## src/rtl/hazard_pkg.sv

```systemverilog
// Shared definitions for the ID-stage hazard scoreboard: producer classes,
// stall cause codes, default latencies and the cause priority helper.
package hazard_pkg;

  typedef enum logic [1:0] {
    CLS_ALU  = 2'd0,
    CLS_LOAD = 2'd1,
    CLS_LONG = 2'd2,
    CLS_RSV  = 2'd3
  } cls_e;

  typedef enum logic [1:0] {
    CAUSE_NONE = 2'd0,
    CAUSE_RAW  = 2'd1,
    CAUSE_LONG = 2'd2,
    CAUSE_BR   = 2'd3
  } cause_e;

  localparam int DEF_NREGS   = 32;
  localparam int DEF_RAW     = 5;
  localparam int DEF_ALU_LAT = 1;
  localparam int DEF_LU_LAT  = 2;
  localparam int DEF_LAT_W   = 3;
  localparam int DEF_PERF_W  = 32;

  // Long-busy/WAW outranks a plain RAW, which outranks a branch-only RAW.
  function automatic cause_e sel_cause(input logic stall,
                                       input logic long_c,
                                       input logic raw_c);
    cause_e c;
    if (!stall)      c = CAUSE_NONE;
    else if (long_c) c = CAUSE_LONG;
    else if (raw_c)  c = CAUSE_RAW;
    else             c = CAUSE_BR;
    return c;
  endfunction

endpackage

```

## src/rtl/hazard_reg_slot.sv

```systemverilog
// One scoreboard entry: a forwarding countdown plus a long-unit busy flag
// for a single architectural register.
module hazard_reg_slot
  import hazard_pkg::*;
#(
  parameter int LAT_W = DEF_LAT_W
) (
  input  logic             clk,
  input  logic             rst,
  input  logic             i_hold,
  input  logic             i_load,
  input  logic [LAT_W-1:0] i_load_val,
  input  logic             i_set_busy,
  input  logic             i_clr_busy,
  output logic [LAT_W-1:0] o_cnt,
  output logic             o_busy
);

  logic [LAT_W-1:0] r_cnt;
  logic             r_busy;

  // A reload from a fresh issue takes precedence over the ageing decrement.
  always_ff @(posedge clk) begin
    if (rst) begin
      r_cnt <= '0;
    end else if (!i_hold) begin
      if (i_load)
        r_cnt <= i_load_val;
      else if (r_cnt != '0)
        r_cnt <= r_cnt - LAT_W'(1);
    end
  end

  // A new long producer for this register wins over a same-cycle writeback.
  always_ff @(posedge clk) begin
    if (rst) begin
      r_busy <= 1'b0;
    end else if (!i_hold) begin
      if (i_set_busy)
        r_busy <= 1'b1;
      else if (i_clr_busy)
        r_busy <= 1'b0;
    end
  end

  assign o_cnt  = r_cnt;
  assign o_busy = r_busy;

endmodule

```

## src/rtl/hazard_scoreboard.sv

```systemverilog
// Per-register readiness scoreboard beside ID: decides stall for the
// instruction in ID, tracks the single long-latency unit, counts stalls.
module hazard_scoreboard
  import hazard_pkg::*;
#(
  parameter int NREGS   = DEF_NREGS,
  parameter int RAW     = DEF_RAW,
  parameter int ALU_LAT = DEF_ALU_LAT,
  parameter int LU_LAT  = DEF_LU_LAT,
  parameter int LAT_W   = DEF_LAT_W,
  parameter int PERF_W  = DEF_PERF_W
) (
  input  logic              clk,
  input  logic              rst,
  input  logic              hold,
  input  logic              flush,
  input  logic              id_valid,
  input  logic [RAW-1:0]    id_rs1,
  input  logic [RAW-1:0]    id_rs2,
  input  logic              id_use_rs1,
  input  logic              id_use_rs2,
  input  logic              id_branch,
  input  logic              id_wb,
  input  logic [RAW-1:0]    id_rd,
  input  logic [1:0]        id_class,
  input  logic              long_done,
  input  logic [RAW-1:0]    long_rd,
  output logic              stall,
  output logic [1:0]        stall_cause,
  output logic [PERF_W-1:0] stall_cycles
);

  logic [LAT_W-1:0]  w_cnt  [NREGS];
  logic              w_busy [NREGS];
  logic              r_long_active;
  logic [PERF_W-1:0] r_stall_cycles;

  logic             w_issue;
  logic             w_is_long;
  logic [LAT_W-1:0] w_load_val;

  // x0 is hardwired zero and never has a pending producer.
  assign w_cnt[0]  = '0;
  assign w_busy[0] = 1'b0;

  assign w_is_long  = (id_class == CLS_LONG);
  assign w_load_val = (id_class == CLS_LOAD) ? LAT_W'(LU_LAT) : LAT_W'(ALU_LAT);

  for (genvar g = 1; g < NREGS; g++) begin : g_slot
    logic w_hit_rd;
    logic w_hit_long;

    assign w_hit_rd   = w_issue & (id_rd == RAW'(g));
    assign w_hit_long = long_done & (long_rd == RAW'(g));

    hazard_reg_slot #(.LAT_W(LAT_W)) u_slot (
      .clk        (clk),
      .rst        (rst),
      .i_hold     (hold),
      .i_load     (w_hit_rd & ~w_is_long),
      .i_load_val (w_load_val),
      .i_set_busy (w_hit_rd & w_is_long),
      .i_clr_busy (w_hit_long),
      .o_cnt      (w_cnt[g]),
      .o_busy     (w_busy[g])
    );
  end

  logic             w_use1, w_use2;
  logic [LAT_W-1:0] w_cnt1, w_cnt2;
  logic             w_raw_ex, w_raw_br, w_src_busy, w_waw, w_lbusy;
  logic             w_stall;

  assign w_use1 = id_use_rs1 & (id_rs1 != '0);
  assign w_use2 = id_use_rs2 & (id_rs2 != '0);
  assign w_cnt1 = w_cnt[id_rs1];
  assign w_cnt2 = w_cnt[id_rs2];

  // A count of 1 is already forwardable to EX but not yet to the ID compare.
  assign w_raw_ex   = (w_use1 & (w_cnt1 > LAT_W'(1))) | (w_use2 & (w_cnt2 > LAT_W'(1)));
  assign w_raw_br   = id_branch & ((w_use1 & (w_cnt1 != '0)) | (w_use2 & (w_cnt2 != '0)));
  assign w_src_busy = (w_use1 & w_busy[id_rs1]) | (w_use2 & w_busy[id_rs2]);
  assign w_waw      = id_wb & w_busy[id_rd];
  assign w_lbusy    = w_is_long & r_long_active & ~long_done;

  assign w_stall = id_valid & (w_raw_ex | w_raw_br | w_src_busy | w_waw | w_lbusy);
  assign w_issue = id_valid & id_wb & (id_rd != '0) & ~w_stall & ~flush & ~hold;

  always_ff @(posedge clk) begin
    if (rst) begin
      r_long_active <= 1'b0;
    end else if (!hold) begin
      if (w_issue & w_is_long)
        r_long_active <= 1'b1;
      else if (long_done)
        r_long_active <= 1'b0;
    end
  end

  always_ff @(posedge clk) begin
    if (rst) begin
      r_stall_cycles <= '0;
    end else if (w_stall & ~hold & ~(&r_stall_cycles)) begin
      r_stall_cycles <= r_stall_cycles + PERF_W'(1);
    end
  end

  assign stall        = w_stall;
  assign stall_cause  = sel_cause(w_stall, w_src_busy | w_waw | w_lbusy, w_raw_ex);
  assign stall_cycles = r_stall_cycles;

endmodule
```

## config.mk

```make
export PLATFORM = sky130hd
export DESIGN_NAME = hazard_scoreboard
export DESIGN_NICKNAME = d
export VERILOG_FILES = /design/src/rtl/hazard_pkg.sv /design/src/rtl/hazard_reg_slot.sv /design/src/rtl/hazard_scoreboard.sv
export SDC_FILE = /design/constraint.sdc
export NUM_CORES = 1
export LEC_CHECK = 0
export CAP_MARGIN = 30
export CORE_MARGIN = 5
export CORE_UTILIZATION = 40
export CTS_CLUSTER_SIZE = 8
export DETAILED_ROUTE_END_ITERATION = 6
export PLACE_DENSITY = 0.65
export SETUP_SLACK_MARGIN = 0.02
export SYNTH_ARGS = -nofsm -noshare
export SYNTH_HDL_FRONTEND = slang
export SYNTH_HIERARCHICAL = 1
export SYNTH_SLANG_ARGS = --single-unit
export TNS_END_PERCENT = 10
```

## constraint.sdc

```tcl
create_clock -name clk -period 4.21 [get_ports clk]
set_input_delay 0.421 -clock clk [delete_from_list [all_inputs] [get_ports clk]]
set_output_delay 0.421 -clock clk [all_outputs]
set_load 0.03 [all_outputs]
```

After elaboration in Yosys (flattened, before gate mapping)
Cells that the tools add are included.
{ "totals": {"out_inout_bits": 35, "inputBits": 32, "ram_bits": 0, "mem_bits_ro": 0, "mem_count": 0, "latchBits": 0, "ff_bits": 157} }
{ "op_classes": {"addsub": 32, "muxes": 145, "n_eq_ne": 64, "n_mul": 0, "n_shift": 0, "reduce_logical": 163, "div": 0, "n_bitwise": 163, "n_lt_le_gt_ge": 5} }
{ "op_table": {"columns": ["op", "n"], "rows": [
  ["$mux W3", 66],
  ["$eq A5 B5 Y1 const B", 32],
  ["$and A1 B1 Y1", 145],
  ["$reduce_and A2 Y1", 63],
  ["$reduce_bool A2 Y1", 63],
  ["$reduce_bool A3 Y1", 33],
  ["$sub A3 B1 Y3 const B", 31],
  ["$eq A5 B4 Y1 const B", 16],
  ["$mux W1", 70],
  ["$eq A5 B3 Y1 const B", 8],
  ["$add A32 B1 Y32 const B", 1],
  ["$reduce_and A32 Y1", 1],
  ["$bmux W3 S5", 2],
  ["$eq A5 B2 Y1 const B", 4],
  ["$ge A6 B6 Y1 const B", 3],
  ["$not A5 Y6", 3],
  ["$bmux W1 S5", 3],
  ["$reduce_bool A5 Y1", 3],
  ["$eq A5 B1 Y1 const B", 2],
  ["$or A1 B1 Y1", 9],
  ["$mux W2", 4],
  ["$gt A3 B1 Y1 const B", 2],
  ["$not A1 Y1", 6],
  ["$eq A2 B1 Y1 const B", 1],
  ["$eq A2 B2 Y1 const B", 1]
]} }

Logic depth before layout (Yosys ltp)
Gate-level depths: netlist (run 1).
{ "logic_depth": {"word_depth": 21, "ltp_mapped": 15} }

Cells and area by module
The synthesis (run 1) kept the hierarchy.
{ "modules_own_cells": {"columns": ["mod", "seq_area_each_um2", "cells_each", "instances", "area_each_um2"], "rows": [
  ["hazard_reg_slot", 80.1, 29, 31, 242.7],
  ["hazard_scoreboard", 660.6, 638, 1, 4762.1]
]} }

Worst setup path before layout (run 1)
No wires, ideal clock.
{ "synth_timing": {"path_type": "input to register", "start": "input port id_rd[1]", "end": "register g_slot[28].u_slot.r_cnt[0]", "t_arrival_ns": 4.106, "n_path_buf": 2, "path_slack_ns": 0.034, "t_required_ns": 4.140, "stages": 12, "cell_sequence": "clkbuf_1 -> buf_2 -> mux4_2 -> mux4_2 -> mux2i_1 -> o211ai_1 -> nor4_4 -> o211a_1 -> nor4b_1 -> nor3b_2 -> or4_1 -> a21oi_1"} }
{ "synth_between": {"elab_chain_cells": 16, "word_cells_on_any_way": 20} }
{ "synth_lines": {"columns": ["item", "line", "source"], "rows": [
  ["from (decl)", "hazard_scoreboard.sv:24", "input logic [RAW-1:0] id_rd,"],
  ["$not A5 Y6 (implied by the code)", "hazard_scoreboard.sv:83", "assign w_waw = id_wb & w_busy[id_rd];"],
  ["$bmux W1 S5", "hazard_scoreboard.sv:83", null],
  ["$mux W1 (implied by the code) (2 in a row)", "hazard_scoreboard.sv:83", null],
  ["$and A1 B1 Y1", "hazard_scoreboard.sv:83", null],
  ["$or A1 B1 Y1 (2 in a row)", "hazard_scoreboard.sv:86", "assign w_stall = id_valid & (w_raw_ex | w_raw_br | w_src_busy | w_waw | w_lbusy);"],
  ["$and A1 B1 Y1", "hazard_scoreboard.sv:86", null],
  ["$not A1 Y1", "hazard_scoreboard.sv:87", "assign w_issue = id_valid & id_wb & (id_rd != '0) & ~w_stall & ~flush & ~hold;"],
  ["$and A1 B1 Y1 (3 in a row)", "hazard_scoreboard.sv:87", null],
  ["$and A1 B1 Y1 *", "hazard_scoreboard.sv:53", "assign w_hit_rd = w_issue & (id_rd == RAW'(g));"],
  ["$and A1 B1 Y1 *", "hazard_scoreboard.sv:60", ".i_load (w_hit_rd & ~w_is_long),"],
  ["$reduce_bool A2 Y1 (no source line)", null, null],
  ["$reduce_and A2 Y1 (no source line)", null, null],
  ["to (signal assigned)", "hazard_reg_slot.sv:28", "r_cnt <= i_load_val;"],
  ["to (signal assigned)", "hazard_reg_slot.sv:30", "r_cnt <= r_cnt - LAT_W'(1);"],
  ["to (decl)", "hazard_reg_slot.sv:19", "logic [LAT_W-1:0] r_cnt;"]
]} }
Every way passes the cells marked *; elsewhere a longest branch is shown, timed or not. The select of a mux whose other input is x is not followed.
A chain may end at the register's enable or synchronous reset.

Worst setup path in the final report (run 1)
{ "layout_timing": {"start": "input port id_rd[0]", "end": "output port stall_cause[1]"} }
{ "layout_between": {"elab_chain_cells": 9, "word_cells_on_any_way": 12} }
{ "layout_lines": {"columns": ["item", "line", "source"], "rows": [
  ["$not A5 Y6 (implied by the code) *", "hazard_scoreboard.sv:83", null],
  ["$bmux W1 S5 *", "hazard_scoreboard.sv:83", null],
  ["$mux W1 (implied by the code) * (2 in a row)", "hazard_scoreboard.sv:83", null],
  ["$and A1 B1 Y1 *", "hazard_scoreboard.sv:83", null],
  ["$or A1 B1 Y1 (on tied branches) (2 in a row)", "hazard_scoreboard.sv:109, hazard_scoreboard.sv:86", null],
  ["$mux W2 or $and A1 B1 Y1 (tied branches)", "hazard_pkg.sv:32, hazard_scoreboard.sv:86", null],
  ["$mux W2 *", "hazard_pkg.sv:31", "if (!stall) c = CAUSE_NONE;"],
  ["to (decl)", "hazard_scoreboard.sv:29", "output logic [1:0] stall_cause,"]
]} }
Marks and branches as above.

==> results.toml, run 1 <==
[critical_path]
cp_num_buf_inv = 4
cpMostUsedCell = "mux4_2"
start_kind = "input pin"
worstPathCellList = "clkdlybuf4s50_1 -> buf_12 -> mux4_2 -> mux4_2 -> mux2i_1 -> o211ai_1 -> nor4_4 -> buf_4 -> nand2b_1 -> nor2_1 -> dlygate4sd2_1"
regToRegSetupSlack_ns = 0.58
cp_slowest_cell = "clkdlybuf4s50_1"
r2r-start = "g_slot[31].u_slot/o_busy"
max_stage_delay_ns = 0.51
rr_endpoint = "g_slot[12].u_slot/o_cnt[0]"
cp.required_ns = 3.79
cp_max_fo = 11
arrival_ns = 3.53
crit_family = "buffers and inverters"
worst_r2r_path_depth = 11
crit_type = "in -> out"
crit_path_end_kind = "output pin"

[pwr]
peakVddDrop_uv = 319
p_per_area_nw_per_um2 = 554
power.total_w = 0.00831
power.leakage_nw = 5.46

[clock_tree]
cts_tree = "yes"
cts_resized = 1
root_buffer = "clkbuf_16"
ctsHoldBuffers = 0
h-tree-depth = 4
insertion_delay_ns = 0.45
cts_setup_buffers = 0
max-clock-path-buffers = 2
cts.sinks = 157
clkSlewWorstSetupHoldPaths_ns = 0.07
cts_buffers = 17

[synth]
yosysSeqAreaShare = 0.256
netlist_area_um2 = 12300
synth_edf_count = 0
synth.avg_cell_area_um2 = 7.99
muxShareOfSynthArea = 0.112
synth-seq-cells = 157
ys.flop_type = "dfxtp_1"
synth_compound_gate_area_share = 0.207
synthAdderAreaFrac = 0.0642
syn_inst = 1537
yosysWarnings = 6
yosys.area_share.simple = 0.298
synth_cell_types = 58
synth_xor_area_frac = 0
synthArstFlopShare = 0
synth_top_family_by_area = "simple AND/OR/NAND/NOR gates"

[sta]
fmax_mhz = 253
period_share = 0.939
tightest_slew_ns = 0.946
finalCriticalPeriod_ns = 3.95
setup_ws_ns = 0.256
setup_viol = 0
finalMaxSlewViolations = 0
timing_hold_violations_final = 0
skew_ns = 0.0133
rsz0062_at_grt = "no"
relSlewSlack = 0.370

[drt]
drc = 0
drtIter0Drc = 1092
antenna_left = 0
routed_wl_um = 37600
dr.pass1.iters = 5
num_vias = 12300
routedWlPerCell_um = 17.7
vias_per_cell = 5.76

[placed_design]
gp_congestion = 0.918
post-place-ws_ns = -0.0966
placed_cells = 2095
place.port_buffers = 66
dp_hpwl_um = 26400

[global_routing]
grt_max_degree = 93
grt_pass1_wl_um = 60500
grt_util_all_layers = 0.216
grt_pass1_vias = 11700
antenna_found_initial = 0
overflow = 0

[die]
die-area_um2 = 34300
core_area_um2 = 30400
row_count = 64
die_w_um = 185
die_h_um = 185
start_util = 0.404
ios = 67

[layout]
fin_util = 0.493
area_delta_synth_final_pct = 22.1
layout-drive-gt1-share = 0.200
final_cell_count_no_fill = 2127
n_antenna_cell = 0
fin_nets = 1813

[min_path]
worstHoldPathType = "in -> reg"
hp-start = "hold"
hold_end = "g_slot[27].u_slot/o_cnt[2]"
holdPathStages = 2

[outcome]
status = "finished clean"

[run]
drv_cap = 0
[final cells by class]
type,instances,area (um^2)
Multi-Input combinational cell,1214,8500
Clock buffer,19,433
Clock inverter,13,215
Inverter,143,537
Tap cell,396,495
Sequential cell,157,3140
Timing Repair Buffer,185,1670
Fill cell,2872,15400
[where the power goes]
group	total, W	leakage, nW	switching (W)	internal (W)
Clock	0.00175	0.300	0.000695	0.00106
Combinational	0.00425	3.89	0.00208	0.00217
Sequential	0.00231	1.27	0.000428	0.00188
[synthesized netlist by cell type, types with 14 or more instances]
cell | count | area share
a21o_2 | 31 | 0.022
a21oi_1 | 118 | 0.048
and3_1 | 21 | 0.011
buf_2 | 17 | 0.0069
clkbuf_1 | 29 | 0.0089
dfxtp_1 | 157 | 0.26
ha_1 | 63 | 0.064
inv_1 | 143 | 0.044
mux2_2 | 18 | 0.016
mux2i_1 | 16 | 0.013
mux4_2 | 44 | 0.081
nand2_1 | 106 | 0.032
nand2b_1 | 42 | 0.021
nand3_1 | 29 | 0.012
nand4_1 | 14 | 0.0071
nor2_1 | 201 | 0.061
nor2b_1 | 24 | 0.012
nor2b_2 | 31 | 0.022
nor3_1 | 17 | 0.0069
nor3b_2 | 31 | 0.032
nor4b_1 | 33 | 0.024
o21ai_0 | 142 | 0.058
o311a_2 | 31 | 0.028
o32ai_1 | 31 | 0.022
or4_1 | 44 | 0.027
[layer usage]
layer | vias up | wire, um | track usage
li1 | 5932 | - | -
met1 | 5841 | 16700 | 0.293
met2 | 432 | 17100 | 0.346
met3 | 55 | 3000 | 0.0491
met4 | 0 | 789 | 0.0631
met5 | - | 0 | 0
[worst max path at each step]
stage,start,end,depth (start not counted)
final,id_rd[0],stall_cause[1],11
after global placement,id_rd[0],g_slot[12].u_slot/o_cnt[0],13
after global routing,id_rd[0],stall_cause[1],11
after detailed placement,id_rd[0],g_slot[12].u_slot/o_cnt[0],13
after floorplan,id_rd[1],g_slot[28].u_slot/o_cnt[0],12
after CTS,id_rd[0],stall,11
[state kept, by name, indices dropped and copies added, names as in the netlist]
name,flops
stall_cycles,32
g_slot.u_slot/o_busy,31
g_slot.u_slot/o_cnt,93
r_long_active,1
[layout by cell type (no fill, tap or decap), types with 18 or more instances in the layout]
cell type / Yosys / layout
nor2_1: 201 / 201
dfxtp_1: 157 / 157
inv_1: 143 / 143
o21ai_0: 142 / 141
a21oi_1: 118 / 118
buf_4: 2 / 110
nand2_1: 106 / 106
ha_1: 63 / 63
clkdlybuf4s50_1: 0 / 59
mux4_2: 44 / 44
or4_1: 44 / 44
nand2b_1: 42 / 41
nor4b_1: 33 / 33
conb_1: 1 / 31
o32ai_1: 31 / 31
nor3b_2: 31 / 31
o311a_2: 31 / 31
a21o_2: 31 / 31
nor2b_2: 31 / 31
nand3_1: 29 / 29
nor2b_1: 24 / 24
and3_1: 21 / 21
mux2_2: 18 / 18
[worst reg2reg max path: stages (launching register included)]
cell,delay [ns]
dfxtp_1,0.37
mux4_2,0.48
mux4_2,0.46
mux2i_1,0.20
o211ai_1,0.20
nor4_4,0.35
o211a_1,0.27
nor4b_1,0.36
buf_4,0.19
nor3b_2,0.04
or4_1,0.47
a21oi_1,0.16
[stage by stage]
step | area (um^2) | hold slack (ns) | TNS [ns]
CTS | 15000 | 0.394 | 0
global placement | 14300 | 0.464 | -0.0832
detailed placement | 14300 | 0.478 | -0.383
floorplan | 12400 | 0.451 | 0
finish | 15000 | 0.401 | 0
global route | 15000 | 0.435 | 0
[cells by family after synthesis]
family / count (synthesis)
AO/OA/AOI/OAI: 398
adder cells (fa/ha/maj): 63
buffers and inverters: 196
flip-flops: 157
multiplexers: 80
other: 1
AND/OR/NAND/NOR: 642
Power figures use the tool's default switching activity.
==> run 2: changes to the inputs <==
--- a/config.mk
+++ b/config.mk
@@ -11,7 +11,6 @@
 export CTS_CLUSTER_SIZE = 8
 export DETAILED_ROUTE_END_ITERATION = 6
 export PLACE_DENSITY = 0.65
-export SETUP_SLACK_MARGIN = 0.02
 export SYNTH_ARGS = -nofsm -noshare
 export SYNTH_HDL_FRONTEND = slang
 export SYNTH_HIERARCHICAL = 1
==> run 2 against run 1 <==
- combinational power about the same
- total power about the same
- maximum frequency is 0.80% higher
- sequential share of layout area is essentially flat
- sequential power about the same
- first-iteration DRC count did not move
- die area did not move
- via count about the same
- largest power group unchanged
==> results.toml, run 2 (synthesis gave the netlist of run 1 again) <==
[outcome]
status = "finished clean"

[global_routing]
grt_pass1_vias = 11700
grt_util_all_layers = 0.216
overflow = 0
grt_pass1_wl_um = 60500
antenna_found_initial = 0
grt_max_degree = 93

[critical_path]
cp_max_fo = 11
startpoint = "id_rd[0]"
start_kind = "input pin"
worst_r2r_path_depth = 11
crit_type = "in -> reg"
max_stage_delay_ns = 0.51
crit_family = "simple AND/OR/NAND/NOR gates"
arrival_ns = 4.29
cpMostUsedCell = "mux4_2"
r2r-start = "g_slot[31].u_slot/o_busy"
cp.required_ns = 4.58
worstPathCellList = "clkdlybuf4s50_1 -> buf_12 -> mux4_2 -> mux4_2 -> mux2i_1 -> o211ai_1 -> nor4_4 -> o211a_1 -> nor4b_1 -> buf_4 -> nor3b_2 -> or4_1 -> a21oi_1"
cp_num_buf_inv = 3
rr_endpoint = "g_slot[12].u_slot/o_cnt[0]"
cp_slowest_cell = "clkdlybuf4s50_1"
regToRegSetupSlack_ns = 0.58
crit_path_end_kind = "flip-flop"

[sta]
skew_ns = 0.0128
rsz0062_at_grt = "no"
period_share = 0.932
setup_viol = 0
relSlewSlack = 0.370
finalCriticalPeriod_ns = 3.92
finalMaxSlewViolations = 0
tightest_slew_ns = 0.945
fmax_mhz = 255
setup_tns_ns = 0
timing_hold_violations_final = 0

[clock_tree]
insertion_delay_ns = 0.45
cts_buffers = 17
root_buffer = "clkbuf_16"
cts_setup_buffers = 0
max-clock-path-buffers = 2
cts_tree = "yes"
h-tree-depth = 4
cts.sinks = 157
clkSlewWorstSetupHoldPaths_ns = 0.07

[die]
ios = 67
start_util = 0.404
die-area_um2 = 34300
core_area_um2 = 30400
die_w_um = 185
row_count = 64
die_h_um = 185

[layout]
fin_nets = 1813
fin_util = 0.493
n_antenna_cell = 0
area_delta_synth_final_pct = 22.1
seqCellArea_um2 = 3140
largest_register_ffs = 93
layout-drive-gt1-share = 0.200
multi_input_area_um2 = 8500
num-fill-cells = 2872
mostFrequentLayoutCell = "nor2_1"
final_cell_mix = "nor2_1, dfxtp_1, inv_1"

[min_path]
worstHoldPathType = "in -> reg"
hp-start = "hold"
hold_end = "g_slot[27].u_slot/o_cnt[2]"
holdPathStages = 2

[pwr]
p_per_area_nw_per_um2 = 554
power.leakage_nw = 5.47
peakVddDrop_uv = 322

[drt]
vias_per_cell = 5.77
routed_wl_um = 37600
drc = 0
drtIter0Drc = 1092
antenna_left = 0
dr.pass1.iters = 5
routedWlPerCell_um = 17.7
num_vias = 12300

[placed_design]
dp_hpwl_um = 26400
gp_congestion = 0.918
place.port_buffers = 66

[run]
drv_cap = 0
## run 2: worst reg2reg max path, delay by kind of cell (launching register included)
family | cells | cell delay (ns)
DFF | 1 | 0.37
buffers and inverters | 1 | 0.19
muxes | 3 | 1.14
and+or+nand+nor | 4 | 1.22
AOI/OAI and AO/OA | 3 | 0.63
## run 2: area by class of cell
class                           count  share of cell area
Tap cell                          396              0.0330
Inverter                          143              0.0358
Timing Repair Buffer              185               0.112
Clock inverter                     13              0.0143
Multi-Input combinational cell   1214               0.567
Sequential cell                   157               0.210
Clock buffer                       19              0.0289
## run 2: how the worst max path moves through the flow
| stage | depth (start not counted) | end | slack, ns |
|---|---|---|---|
| finish | 13 | g_slot[12].u_slot/o_cnt[0] | 0.29 |
| CTS | 11 | stall_cause[1] | 0.01 |
| global route | 13 | g_slot[12].u_slot/o_cnt[0] | 0.12 |
| global placement | 13 | g_slot[12].u_slot/o_cnt[0] | -0.07 |
| floorplan | 12 | g_slot[28].u_slot/o_cnt[0] | 0.03 |
| detailed placement | 13 | g_slot[12].u_slot/o_cnt[0] | -0.1 |
## run 2: power by group
part	total [W]	internal, W	switching (W)
combinational	0.00425	0.00217	0.00208
clock	0.00175	0.00106	0.000697
sequential	0.00231	0.00188	0.000429
total	0.00832	0.00511	0.00320
## run 2: stage by stage
stage	area (um^2)	instances	power [W]	setup WS, ns	hold WS [ns]
4_1_cts	15000	2127	0.00832	0.0131	0.394
3_5_place_dp	14300	2095	0.00654	-0.0966	0.478
2_1_floorplan	12400	1567	0.00510	0.0338	0.451
6_report	15000	2127	0.00832	0.287	0.399
5_1_grt	15000	2127	0.00901	0.123	0.435
3_3_place_gp	14300	2094	0.00636	-0.0660	0.464
## run 2: metal layers
layer,global-route usage,part of all wire,vias to the layer above
met4,0.0631,0.021,0
met3,0.0491,0.080,55
li1,-,-,5933
met1,0.293,0.45,5847
met5,0,0,-
met2,0.346,0.45,435
## run 2: timing repair
| item | 4_1_cts | 5_1_grt |
|---|---|---|
| endpoints found under the setup margin | 0 | 3 |
| hold buffers | 0 | 0 |
| gates resized for setup | 0 | 3 |
